<file path="src/rtl/vending_machine_multi_pkg.sv">
// Shared state encoding and coin values (in 10-yen units) for the multi-product vending controller.
package vending_machine_multi_pkg;

  typedef enum logic [1:0] {
    ST_IDLE   = 2'd0,
    ST_CREDIT = 2'd1,
    ST_VEND   = 2'd2,
    ST_CHANGE = 2'd3
  } state_t;

  localparam int COIN_10_VAL  = 1;
  localparam int COIN_50_VAL  = 5;
  localparam int COIN_100_VAL = 10;

endpackage

</file>
<file path="src/rtl/vending_machine_multi_change_dispenser.sv">
// Greedy change picker: one coin pulse and its value for the given credit.
// Purely combinational, zero latency; no backpressure (caller gates it by state).
module vending_machine_multi_change_dispenser
  import vending_machine_multi_pkg::*;
#(
  parameter int CRED_W = 8
) (
  input  logic [CRED_W-1:0] credit_i,
  output logic              chg10_o,
  output logic              chg50_o,
  output logic              chga0_o,
  output logic [CRED_W-1:0] amt_o
);

  always_comb begin
    chg10_o = 1'b0;
    chg50_o = 1'b0;
    chga0_o = 1'b0;
    amt_o   = '0;
    if (credit_i >= CRED_W'(COIN_100_VAL)) begin
      chga0_o = 1'b1;
      amt_o   = CRED_W'(COIN_100_VAL);
    end else if (credit_i >= CRED_W'(COIN_50_VAL)) begin
      chg50_o = 1'b1;
      amt_o   = CRED_W'(COIN_50_VAL);
    end else if (credit_i != '0) begin
      chg10_o = 1'b1;
      amt_o   = CRED_W'(COIN_10_VAL);
    end
  end

endmodule

</file>
<file path="src/rtl/vending_machine_multi.sv">
// Multi-product vending controller: coin crediting, per-product stock, greedy serial change.
// Coin/select act one cycle after sampling; no backpressure, coins arriving while busy are rejected.
module vending_machine_multi
  import vending_machine_multi_pkg::*;
#(
  parameter int                         N_PROD     = 4,
  parameter int                         CRED_W     = 8,
  parameter int                         MAX_CREDIT = 50,
  parameter logic [N_PROD*CRED_W-1:0]   PRICES     = {8'd15, 8'd12, 8'd10, 8'd8},
  parameter int                         STK_W      = 4,
  parameter int                         STOCK_INIT = 5
) (
  input  logic              clk,
  input  logic              rst,
  input  logic              init,
  input  logic              input10,
  input  logic              input50,
  input  logic              inputa0,
  input  logic              cancel,
  input  logic [N_PROD-1:0] sel,
  output logic [CRED_W-1:0] credit,
  output logic              vend,
  output logic [2:0]        vend_id,
  output logic              deny,
  output logic              coin_rej,
  output logic              chg10,
  output logic              chg50,
  output logic              chga0,
  output logic [N_PROD-1:0] sold_out
);

  state_t            state_q, state_d;
  logic [CRED_W-1:0] credit_q, credit_d;
  logic [STK_W-1:0]  stock_q [N_PROD];
  logic [STK_W-1:0]  stock_d [N_PROD];
  logic              in10_q, in50_q, ina0_q;
  logic [2:0]        vid_q, vid_d;
  logic              deny_q, deny_d, rej_q, rej_d;

  logic              rise10, rise50, risea0, any_coin, multi_coin, coin_ok;
  logic [CRED_W-1:0] coin_val, sel_price, vend_price, chg_amt;
  logic [CRED_W:0]   coin_sum;
  logic              sel_hit, sel_in_stock;
  logic [2:0]        sel_idx;
  logic              d10, d50, da0;

  assign rise10     = input10 & ~in10_q;
  assign rise50     = input50 & ~in50_q;
  assign risea0     = inputa0 & ~ina0_q;
  assign any_coin   = rise10 | rise50 | risea0;
  assign multi_coin = (rise10 & rise50) | (rise10 & risea0) | (rise50 & risea0);

  always_comb begin
    coin_val = '0;
    if (risea0)      coin_val = CRED_W'(COIN_100_VAL);
    else if (rise50) coin_val = CRED_W'(COIN_50_VAL);
    else if (rise10) coin_val = CRED_W'(COIN_10_VAL);
  end

  // Extra bit keeps the ceiling compare honest even when credit is near the top of its range.
  assign coin_sum = {1'b0, credit_q} + {1'b0, coin_val};
  assign coin_ok  = ((state_q == ST_IDLE) || (state_q == ST_CREDIT)) &&
                    (coin_sum <= (CRED_W+1)'(MAX_CREDIT));

  always_comb begin
    sel_hit      = 1'b0;
    sel_idx      = '0;
    sel_price    = '0;
    sel_in_stock = 1'b0;
    vend_price   = '0;
    for (int i = N_PROD-1; i >= 0; i--) begin
      if (sel[i]) begin
        sel_hit = 1'b1;
        sel_idx = 3'(i);
      end
    end
    for (int i = 0; i < N_PROD; i++) begin
      if (sel_idx == 3'(i)) begin
        sel_price    = PRICES[i*CRED_W +: CRED_W];
        sel_in_stock = (stock_q[i] != '0);
      end
      if (vid_q == 3'(i)) vend_price = PRICES[i*CRED_W +: CRED_W];
    end
  end

  vending_machine_multi_change_dispenser #(.CRED_W(CRED_W)) u_change (
    .credit_i (credit_q),
    .chg10_o  (d10),
    .chg50_o  (d50),
    .chga0_o  (da0),
    .amt_o    (chg_amt)
  );

  always_ff @(posedge clk) begin
    if (rst) begin
      state_q  <= ST_IDLE;
      credit_q <= '0;
      vid_q    <= '0;
      deny_q   <= 1'b0;
      rej_q    <= 1'b0;
      in10_q   <= 1'b0;
      in50_q   <= 1'b0;
      ina0_q   <= 1'b0;
      for (int i = 0; i < N_PROD; i++) stock_q[i] <= STK_W'(STOCK_INIT);
    end else begin
      state_q  <= state_d;
      credit_q <= credit_d;
      vid_q    <= vid_d;
      deny_q   <= deny_d;
      rej_q    <= rej_d;
      in10_q   <= input10;
      in50_q   <= input50;
      ina0_q   <= inputa0;
      for (int i = 0; i < N_PROD; i++) stock_q[i] <= stock_d[i];
    end
  end

  always_comb begin
    state_d  = state_q;
    credit_d = credit_q;
    vid_d    = vid_q;
    deny_d   = 1'b0;
    rej_d    = multi_coin | (any_coin & ~coin_ok);
    stock_d  = stock_q;
    case (state_q)
      ST_IDLE: begin
        if (any_coin && coin_ok) begin
          credit_d = credit_q + coin_val;
          state_d  = ST_CREDIT;
        end else if (init && !any_coin) begin
          for (int i = 0; i < N_PROD; i++) stock_d[i] = STK_W'(STOCK_INIT);
        end
      end
      ST_CREDIT: begin
        if (any_coin && coin_ok) credit_d = credit_q + coin_val;
        // Selection is judged on the pre-coin credit; cancel outranks it.
        if (cancel) begin
          state_d = ST_CHANGE;
        end else if (sel_hit) begin
          if ((credit_q >= sel_price) && sel_in_stock) begin
            state_d = ST_VEND;
            vid_d   = sel_idx;
          end else begin
            deny_d = 1'b1;
          end
        end
      end
      ST_VEND: begin
        credit_d = credit_q - vend_price;
        for (int i = 0; i < N_PROD; i++) begin
          if (vid_q == 3'(i)) stock_d[i] = stock_q[i] - STK_W'(1);
        end
        state_d = (credit_q != vend_price) ? ST_CHANGE : ST_IDLE;
      end
      ST_CHANGE: begin
        credit_d = credit_q - chg_amt;
        if (credit_q == chg_amt) state_d = ST_IDLE;
      end
      default: state_d = ST_IDLE;
    endcase
  end

  assign credit   = credit_q;
  assign vend     = (state_q == ST_VEND);
  assign vend_id  = vend ? vid_q : 3'd0;
  assign deny     = deny_q;
  assign coin_rej = rej_q;
  assign chg10    = d10 & (state_q == ST_CHANGE);
  assign chg50    = d50 & (state_q == ST_CHANGE);
  assign chga0    = da0 & (state_q == ST_CHANGE);

  always_comb begin
    sold_out = '0;
    for (int i = 0; i < N_PROD; i++) sold_out[i] = (stock_q[i] == '0);
  end

endmodule

</file>
<file path="config.mk">
export PLATFORM = sky130hd
export DESIGN_NAME = vending_machine_multi
export DESIGN_NICKNAME = d
export VERILOG_FILES = /design/src/rtl/vending_machine_multi_pkg.sv /design/src/rtl/vending_machine_multi_change_dispenser.sv /design/src/rtl/vending_machine_multi.sv
export SDC_FILE = /design/constraint.sdc
export NUM_CORES = 1
export LEC_CHECK = 0
export BUFFER_PORTS_ARGS = -buffer_cell sky130_fd_sc_hd__clkbuf_2
export CORE_MARGIN = 1.5
export CORE_UTILIZATION = 50
export CTS_BUF_LIST = sky130_fd_sc_hd__clkbuf_2
export DETAILED_ROUTE_END_ITERATION = 7
export PLACE_DENSITY = 0.73
export RECOVER_POWER = 100
export SLEW_MARGIN = 10
export SYNTH_ARGS = -nofsm -noshare
export SYNTH_HDL_FRONTEND = slang
export SYNTH_SLANG_ARGS = --single-unit
</file>
<file path="constraint.sdc">
create_clock -name clk -period 5.55 [get_ports clk]
set_input_delay 0.2775 -clock clk [delete_from_list [all_inputs] [get_ports clk]]
set_output_delay 0.2775 -clock clk [all_outputs]
set_load 0.01 [all_outputs]
</file>
==> out/results.txt <==
status = complete, no violations
area leader, netlist = dfxtp_1
synth unique cells = 63
routed via count = 2414
WS Path Type = register to register
most frequent CP cell = a21oi_1
Root Driver = clkbuf_2
Clock Tree Buf Depth = 2
HPWL Detailed = 4410 um
ranking of synthesized cells by area = dfxtp_1 (26%), ha_1 (9.3%), nor2_1 (5.8%), a21oi_1 (4.1%), o21ai_0 (3.7%)
number of synthesized flops with an enable pin = 0
Post-Route WL = 6020 um
Die Ht = 74.7 um
Diodes inserted = 0
H-tree levels = 2
post_cts resized = 0
clk_lat worst skew = 0.39 ns
die width = 74.7 um
Critical Path Max Stage Delay = 0.70 ns
period utilisation layout = 66.8%
Period minus WS final = 3.70 ns
WP buf/inv = 1
final setup TNS = 0 ns
Yosys top cell area share = 25.7%
Mapped Cells = 330
per-cell routed wire length = 14.3 um
Post-synth top cells = nor2_1 (40), dfxtp_1 (33), inv_1 (23), a21oi_1 (21), nand2_1 (20)
Worst setup SP type = register
largest net degree at the start of global routing = 24
Ports = 32
Max Fclk = 270 MHz
CTS tree = yes
Leak = 1.09 nW
vias in the first global route = 2140
Setup crit end kind = register
Hold-fix buffers, CTS = 0
Post CTS Setup Buffer Count = 0
Seq/Total Area, Yosys = 25.7%
register bit total from synthesis = 33
CP max FO = 13
All-Layer GR Usage = 23.0%
Worst path top cell family by delay = simple AND/OR/NAND/NOR gates
maxcap violations = 0
Synth Area in Simple Gates = 25.7%
Post-synth top flop = dfxtp_1
Final Util = 56.0%
final hold viol count = 0
grt ovf = 0
Worst Tran Pin Value = 1.15 ns
Slowest cell on crit path = or4_1
HP Class = input pin to register
post-route antenna net violation count = 0
Final nets = 385
worst endpoint required time = 5.86 ns
antenna violations before repair = 0
worst path cell trace = or4_1 -> a21oi_1 -> o31a_1 -> ha_1 -> inv_1 -> fa_1 -> a21o_1 -> a21oi_1 -> a21oi_1 -> or2b_2 -> and3_4 -> nor4_1
Synth Area in Adders = 11.3%
Area Overhead vs Synth = 5.65%
max_slew headroom = 23.3%
data arrival time of the critical path = 4.01 ns
Post-Synth XOR/XNOR Area = 2.73%
max-slew violations = 0
Pre-antenna DRT Iters = 4
drt via density = 5.73
DIE AREA = 5580 um^2
number of DRC markers in iteration 0 = 181
largest family of logic cells by synthesized area = simple AND/OR/NAND/NOR gates
# setup viols final = 0
Clock Pin Slew Worst Setup and Hold Paths = 0.19 ns
Peak VDD IR = 0.197 mV
global-route wire length before repair = 9830 um
post-route clock skew = 0.0191 ns
Syn Area/Cell = 7.78 um^2
cell with the most instances after synthesis = nor2_1
multiplexer area fraction after synthesis = 3.56%
IO Port Bufs = 30
Row Count = 25
initial core utilization = 53.0%
Synth Area in Compound Gates = 24.4%
Synth warnings = 0
CTS sink cnt = 33
Core Area = 4850 um^2
fraction of layout cells with a size suffix above 1 = 7.63%
DRC = 0
RSZ-0062 raised after global routing = false
power density cells = 458 nW/um^2
mapped cell area = 2570 um^2
ys async rst share = 0%
placer's final routability congestion estimate = 0.946
Fillers = 471
CTS Buf Count = 5
==> layer usage <==
metal | share of wire, % | wire length (um) | global-route usage (%)
met4 | 1.7 | 101 | 7.07
met1 | 48 | 2880 | 30.4
met3 | 4.6 | 280 | 4.95
met5 | 0 | 0 | 0
met2 | 46 | 2760 | 37.9
==> metrics by stage <==
step | hold slack (ns) | total power, mW | setup WS, ns | instances | area (um^2)
floorplan | 0.349 | 0.977 | 2.16 | 332 | 2580
global placement | 0.473 | 1.13 | 2.05 | 413 | 2730
detailed placement | 0.482 | 1.14 | 1.95 | 413 | 2730
CTS | 0.0863 | 1.26 | 1.91 | 421 | 2770
global route | 0.0589 | 1.36 | 1.57 | 421 | 2710
finish | 0.0953 | 1.24 | 1.85 | 421 | 2710
==> state kept, by name, indices dropped and copies added, names as in the netlist <==
signal and flops:
deny 1, coin_rej 1, in50_q 1, state_q 2
ina0_q 1, vid_q 2, in10_q 1, credit 8
stock_q 16
==> cell usage in the layout, fill, tap and decap left out, types with 4 or more instances in the layout <==
master,instances
a21oi_1,22
nor3_1,16
a211oi_1,5
clkbuf_1,21
nor3b_1,4
o21a_1,5
xor2_1,4
xnor2_1,4
nor4_1,4
nor2_1,40
ha_1,19
nand3_1,10
nor2b_1,8
dfxtp_1,33
o211ai_1,6
clkbuf_2,14
mux2i_1,8
nand2_1,20
inv_1,23
a21o_1,8
o21ai_0,19
==> path summary, 6_finish.rpt <==
kind | slack (ns) | endpoint | cells after the start | from
worst min register to register | 0.51 | stock_q[7] | 2 | stock_q[7]
worst max register to register | 1.85 | credit[4] | 12 | credit[4]
worst max-delay path | 1.85 | credit[4] | 12 | credit[4]
worst min-delay path | 0.1 | in10_q | 2 | input10
==> report_power, final <==
group | leakage (nW) | switching (mW) | internal (mW)
clock network | 0.0287 | 0.0909 | 0.0294
logic | 0.792 | 0.436 | 0.323
registers | 0.269 | 0.0910 | 0.271
==> final cells by class <==
class,count,area (um^2),share of cell area (%)
Multi-Input combinational cell,260,1720,63.3
Sequential cell,33,661,24.3
Timing Repair Buffer,30,124,4.56
Inverter,23,86.3,3.18
Tap cell,67,83.8,3.09
Clock buffer,5,25.0,0.922
Clock inverter,3,17.5,0.645
==> logic make-up after synthesis <==
group	count (synthesis)
adders and majority gates	22
xor gates and xnor gates	8
AOI/OAI and AO/OA	90
buffers and inverters	39
and+or+nand+nor	128
DFF	33
muxes	9
other	1
No activity file was read; power rests on OpenSTA's default activity.
